==> config.mk <==
export PLATFORM = sky130hd
export DESIGN_NAME = buf_pipe
export DESIGN_NICKNAME = d
export VERILOG_FILES = /design/src/rtl/buf_pipe.sv
export SDC_FILE = /design/constraint.sdc
export NUM_CORES = 1
export LEC_CHECK = 0
export CORE_ASPECT_RATIO = 1.25
export CORE_MARGIN = 2
export CORE_UTILIZATION = 50
export CTS_CLUSTER_DIAMETER = 150
export CTS_CLUSTER_SIZE = 40
export DETAILED_ROUTE_END_ITERATION = 12
export HOLD_SLACK_MARGIN = 0.03
export PLACE_DENSITY = 0.84
export SYNTH_ARGS = -nofsm -noshare
export SYNTH_HDL_FRONTEND = slang
export SYNTH_SLANG_ARGS = --single-unit
export TNS_END_PERCENT = 1
==> constraint.sdc <==
create_clock -name clk_bufp -period 13.28 [get_ports clk_bufp]
set_input_delay 2.656 -clock clk_bufp [delete_from_list [all_inputs] [get_ports clk_bufp]]
set_output_delay 2.656 -clock clk_bufp [all_outputs]
set_load 0.02 [all_outputs]
==> src/rtl/buf_pipe.sv <==
// buf_pipe: elastic inter-stage buffer for the MIPS datapath.
// Holds CHANNELS data words plus an ALU-function field in a DEPTH-entry FIFO.
// Handshake is valid/ready, flush squashes all entries, and stall_cnt saturates.
// An empty stage presents all-zero outputs, so a bubble reads as a nop with func 0.
module buf_pipe #(
   parameter int WIDTH    = 32,
   parameter int CHANNELS = 2,
   parameter int FUNC_W   = 4,
   parameter int DEPTH    = 2
) (
   input  logic                          clk_bufp,
   input  logic                          reset_bufp,
   input  logic                          in_valid,
   output logic                          in_ready,
   input  logic [CHANNELS*WIDTH-1:0]     in_data,
   input  logic [FUNC_W-1:0]             in_func,
   input  logic                          flush,
   output logic                          out_valid,
   input  logic                          out_ready,
   output logic [CHANNELS*WIDTH-1:0]     out_data,
   output logic [FUNC_W-1:0]             out_func,
   output logic [$clog2(DEPTH+1)-1:0]    count,
   output logic [15:0]                   stall_cnt
);

   localparam int DATA_W  = CHANNELS * WIDTH;
   localparam int ENTRY_W = DATA_W + FUNC_W;
   localparam int PTR_W   = (DEPTH > 1) ? $clog2(DEPTH) : 1;
   localparam int CNT_W   = $clog2(DEPTH + 1);
   localparam logic [PTR_W-1:0] LAST_PTR = PTR_W'(DEPTH - 1);
   localparam logic [CNT_W-1:0] FULL_CNT = CNT_W'(DEPTH);

   // Each entry is stored as {data, func}.
   logic [ENTRY_W-1:0] mem [DEPTH];
   logic [PTR_W-1:0]   wr_ptr;
   logic [PTR_W-1:0]   rd_ptr;
   logic [ENTRY_W-1:0] head;
   logic               push;
   logic               pop;

   // Handshake status comes from registered occupancy only; flush blocks both transfers.
   always_comb begin
      in_ready  = (count < FULL_CNT);
      out_valid = (count != '0);
      push      = in_valid & in_ready & ~flush;
      pop       = out_valid & out_ready & ~flush;
   end

   // Head entry is driven out only while valid, so a bubble is all-zero.
   always_comb begin
      head     = mem[rd_ptr];
      out_data = '0;
      out_func = '0;
      if (out_valid) begin
         out_data = head[ENTRY_W-1 -: DATA_W];
         out_func = head[FUNC_W-1:0];
      end
   end

   // Storage: cleared on reset, written at wr_ptr on push; flush leaves contents alone.
   always_ff @(posedge clk_bufp or posedge reset_bufp) begin
      if (reset_bufp) begin
         for (int unsigned i = 0; i < DEPTH; i++) begin
            mem[i] <= '0;
         end
      end else if (push) begin
         mem[wr_ptr] <= {in_data, in_func};
      end
   end

   // Pointers and occupancy: flush wins over any transfer in the same cycle.
   always_ff @(posedge clk_bufp or posedge reset_bufp) begin
      if (reset_bufp) begin
         wr_ptr <= '0;
         rd_ptr <= '0;
         count  <= '0;
      end else if (flush) begin
         wr_ptr <= '0;
         rd_ptr <= '0;
         count  <= '0;
      end else begin
         if (push) begin
            wr_ptr <= (wr_ptr == LAST_PTR) ? '0 : wr_ptr + PTR_W'(1);
         end
         if (pop) begin
            rd_ptr <= (rd_ptr == LAST_PTR) ? '0 : rd_ptr + PTR_W'(1);
         end
         case ({push, pop})
            2'b10:   count <= count + CNT_W'(1);
            2'b01:   count <= count - CNT_W'(1);
            default: count <= count;
         endcase
      end
   end

   // Saturating count of cycles where upstream offers an entry that is refused.
   always_ff @(posedge clk_bufp or posedge reset_bufp) begin
      if (reset_bufp) begin
         stall_cnt <= '0;
      end else if (in_valid && !in_ready && (stall_cnt != '1)) begin
         stall_cnt <= stall_cnt + 16'd1;
      end
   end

endmodule
== Yosys cells after proc, flatten, opt, wreduce, memory -nomap -nowiden ==
Index checks and enable logic that the tools add are counted.
Operators by class
  reduce and logical (&&, ||, !) cells: 8
  order comparisons: 4
  bitwise logic cells: 7
  mux-type cells: 16
  add/sub/neg operators: 5
  eq/ne operators: 3
Operator list (count)
  68-bit two-way mux: 4
  136-bit bitwise mux: 1
  68-bit demux with 1-bit select: 1
  64-bit two-way mux: 1
  16-bit by 1-bit adder with 16-bit output, second input constant: 1
  16-bit != test, second input constant: 1
  1-bit two-way mux: 6
  2-bit nonzero test: 3
  1-bit AND: 4
  2-bit greater-or-equal comparator, second input constant: 2
  4-bit two-way mux: 1
  1-bit inverter with 2-bit output: 2
  2-bit one-hot mux with 2 select lines: 1
  1-bit logical AND: 3
  3-bit nonzero test: 1
  1-bit adder, second input constant: 2
  2-bit by 1-bit adder with 2-bit output, second input constant: 1
  2-bit by 1-bit == test with 1-bit output, second input constant: 1
  2-bit == test, second input constant: 1
  2-bit by 1-bit < comparator with 1-bit output, second input constant: 1
  2-bit < comparator, second input constant: 1
  2-bit two-way mux: 1
  2-bit by 1-bit subtractor with 2-bit output, second input constant: 1
  1-bit zero test: 1
  1-bit inverter: 1
Word-level totals
  word-level logic and storage cells: 49
  input bits: 73
  output and inout bits: 88
  register bits: 156

== Logic depth before layout (Yosys ltp) ==
  word-level depth: 6
  depth in mapped cells: 6
  gate-level depth less buffers: 5

== Worst setup path after synthesis ==
Ideal clock, no wire load.
  path type: register to output
  start point: register count[1]
  end point: output port out_data[30]
  data required time: 10.624 ns
  data arrival time: 1.513 ns
  slack: 9.111 ns
  buffers on the path: 2
  cell stages (with the launch flop): 5
  cells stage by stage: dfrtp_1 > nor2_1 > clkbuf_1 > buf_1 > nor2_1
On the way
  longest elaborated chain between the ends: 2
Ends and longest elaborated chain
  from (decl): line 22  | output logic [$clog2(DEPTH+1)-1:0] count,
  from (signal assigned): line 89  | 2'b10: count <= count + CNT_W'(1);
  from (signal assigned): line 90  | 2'b01: count <= count - CNT_W'(1);
  from (signal assigned): line 91  | default: count <= count;
  2-bit nonzero test: line 44  | out_valid = (count != '0);
  64-bit two-way mux: line 54  | if (out_valid) begin
  to (decl): line 20  | output logic [CHANNELS*WIDTH-1:0] out_data,
Every way passes these cells.

== Final worst setup path ==
  start point: register rd_ptr
  end point: output port out_data[31]
On the way
  longest elaborated chain between the ends: 5
Ends and longest elaborated chain
  from (decl): line 36  | logic [PTR_W-1:0] rd_ptr;
  from (signal assigned): line 86  | rd_ptr <= (rd_ptr == LAST_PTR) ? '0 : rd_ptr + PTR_W'(1);
  1-bit inverter with 2-bit output (implied by the code): line 51  | head = mem[rd_ptr];
  68-bit two-way mux (implied by the code) (3 in a row): line 51
  64-bit two-way mux: line 54
Every way passes these cells. The select of a mux whose other input is x is not followed.

==> results.sh <==
export IMPL_mostFrequentLayoutCells="clkdlybuf4s50_1, dfrtp_1, mux2_2, nor2_1, mux2i_1"
export IMPL_p_int_uw=1160
export IMPL_root_buffer="clkbuf_16"
export IMPL_pwr_share_clk_pct=33.6
export IMPL_pin_count=161
export IMPL_ant_nets=0
export IMPL_pwr_share_seq_pct=42.9
export IMPL_clk_insertion_delay_late_ns=0.42
export IMPL_synthDistinctLibCells=36
export IMPL_grt_total_usage_pct=21.9
export IMPL_cts_resized=0
export IMPL_antenna_found_initial=0
export IMPL_avgViaCountPerCell=5.47
export IMPL_critPathLaunchType="flop"
export IMPL_crit_slowest_cell="dfrtp_4"
export IMPL_end_kind="primary output"
export IMPL_syn_area_per_cell_um2=13.2
export IMPL_dpl_cell_area_um2=8820
export IMPL_finalCoreUtilization_pct=68.6
export IMPL_place_congestion=0.841
export IMPL_nets=764
export IMPL_diodes=0
export IMPL_design_area_um2=9470
export IMPL_syn_cell_area_um2=7050
export IMPL_cts_buffers=17
export IMPL_dr_pass1_iters=4
export IMPL_h_tree_depth=4
export IMPL_grt_ovfl_total=0
export IMPL_rrSetupSlack_ns=11.05
export IMPL_max_stage_delay_ns=0.82
export IMPL_wl_um=15600
export IMPL_status="complete, no violations"
export IMPL_crit_required_ns=10.62
export IMPL_synth_seq_cells=156
export IMPL_drc=0
export IMPL_drv_cap=0
export IMPL_ys_seq_area_share_pct=55.4
export IMPL_final_cell_count_no_fill=877
export IMPL_power_frac_comb_pct=23.5
export IMPL_power_leakage_uw=0.00391
export IMPL_netlist_instances=533
export IMPL_wl_per_cell_um=17.8
export IMPL_fin_crit_sh_pct=41.7
export IMPL_drtIter0Drc=227
export IMPL_fillers=1034
export IMPL_yosysWarnings=0
export IMPL_tightestPinTransition_ns=0.847
export IMPL_timing_rr_start="count[1]"
export IMPL_max_freq_mhz=181
export IMPL_worstSetupPathType="flop to primary output"
export IMPL_cts_hold_fix_buffers=0
export IMPL_io_buffers=160
export IMPL_power_switching_share_pct=26.6
export IMPL_whs_ns=0.501
export IMPL_arrival_ns=2.88
export IMPL_postCtsSetupBuffers=0
export IMPL_die_y_um=137
export IMPL_relSlewSlack_pct=43.5
export IMPL_r2r_cells=6
export IMPL_syn2layout_area_growth_pct=34.4
export IMPL_grt_pass1_wl_um=25200
export IMPL_syn_num_nets=607
export IMPL_grt_pass1_vias=5143
export IMPL_rows=48
export IMPL_slew_viol_final=0
export IMPL_hold_viol_final=0
export IMPL_peakVddDrop_uv=96.4
export IMPL_hp_class="flop to flop"
export IMPL_grt_max_degree=98
export IMPL_crit_start="rd_ptr"
export IMPL_final_common_cell="clkdlybuf4s50_1"
export IMPL_setup_tns_ns=0
export IMPL_p_sw_uw=419
export IMPL_dp_hpwl_um=10500
export IMPL_die_w_um=110
export IMPL_cp_endpoint="out_data[31]"
export IMPL_drive_above_1_share_pct=26.8
export IMPL_cts_sinks=156
export IMPL_initial_utilization_pct=51.0
export IMPL_dpl_cell_count=846
export IMPL_grt_setup_unrepaired="no"
export IMPL_clock_path_buffers=2
export IMPL_dieArea_um2=15100
export IMPL_cts_tree="built"
export IMPL_coreArea_um2=13800
export IMPL_skew_ns=0.00829
export IMPL_r2r_end="rd_ptr"
export IMPL_cp_cell_sequence="buf_4 -> mux2i_1 -> nor2_1 -> clkdlybuf4s50_1"
export IMPL_path_clk_slew_ns=0.06
export IMPL_crit_fanout=36
export IMPL_finalSetupViolations=0
export IMPL_vias=4799
export IMPL_fin_crit_ns=5.54
export IMPL_power_density_nw_per_um2=167
[per-stage QoR]
stage / setup slack, ns / power [uW]
CTS: 7.72 / 1600
finish: 7.74 / 1580
global route: 7.60 / 1660
global placement: 8.22 / 1030
detailed placement: 8.19 / 1060
floorplan: 6.42 / 907
[cell type report]
type                       count  area, um^2  share of cell area, %
clock buffer                  20         467                   4.93
timing repair buffer         167        1650                   17.5
tap                          175         219                   2.31
clock inverter                11         190                   2.01
sequential                   156        3910                   41.2
inverter                       5        23.8                  0.251
multi-input combinational    343        3010                   31.8
[routing by layer]
metal | wire length, um | global-route usage, %
met3 | 1080 | 7.52
met4 | 252 | 7.15
met5 | 0 | 0
met2 | 8010 | 37.6
met1 | 6290 | 25.6
[sequential cells by signal, indices dropped and copies added (netlist names)]
register,cells
wr_ptr,1
mem,136
stall_cnt,16
count,2
rd_ptr,1
[power groups by stage]
stage	clock network [uW]	logic (uW)	registers (uW)
2_1_floorplan	0	245	662
3_3_place_gp	0	359	675
3_5_place_dp	0	373	686
4_1_cts	541	376	679
5_1_grt	562	402	693
6_report	530	371	678
[worst min path at each step]
stage | startpoint | to | slack [ns] | cells past startpoint
after floorplan | mem[126] | mem[126] | 0.48 | 1
after global placement | mem[115] | mem[115] | 0.49 | 1
after detailed placement | stall_cnt[15] | stall_cnt[15] | 0.49 | 1
after CTS | stall_cnt[15] | stall_cnt[15] | 0.50 | 1
after global routing | mem[82] | mem[82] | 0.52 | 1
final | stall_cnt[15] | stall_cnt[15] | 0.50 | 1
[worst max-delay path: cells and delay by family, from the launching register on]
family	cells	cell delay (ns)
DFF	1	0.82
and+or+nand+nor	1	0.16
buffers and inverters	2	1.28
muxes	1	0.16
[kinds of logic after synthesis]
family / synth area share, %
mux: 31.7
xor+xnor: 2.11
simple gates: 7.70
buf+inv: 2.20
flops: 55.4
compound gates: 0.710
fa+ha+maj: 0.177
[cells in the mapped netlist (all sizes together)]
library cell / number / share of area, %
nor2b: 2 / 0.18
inv: 5 / 0.27
o21ai: 1 / 0.071
nor3b: 1 / 0.18
and2: 1 / 0.089
or4: 1 / 0.16
a21oi: 2 / 0.14
ha: 1 / 0.18
nor2: 77 / 4.1
nor4: 3 / 0.27
dfrtp: 156 / 55
nor4b: 2 / 0.34
mux2: 137 / 22
nand2b: 1 / 0.089
nand2: 6 / 0.36
mux2i: 69 / 9.8
buf: 20 / 1.5
o41ai: 1 / 0.39
nor3: 7 / 0.57
and3: 1 / 0.089
xnor2: 2 / 0.25
nand3: 8 / 0.64
xor2: 15 / 1.9
a21o: 1 / 0.11
clkbuf: 9 / 0.48
nand4: 4 / 0.66
No activity file was read; power rests on OpenSTA's default activity.
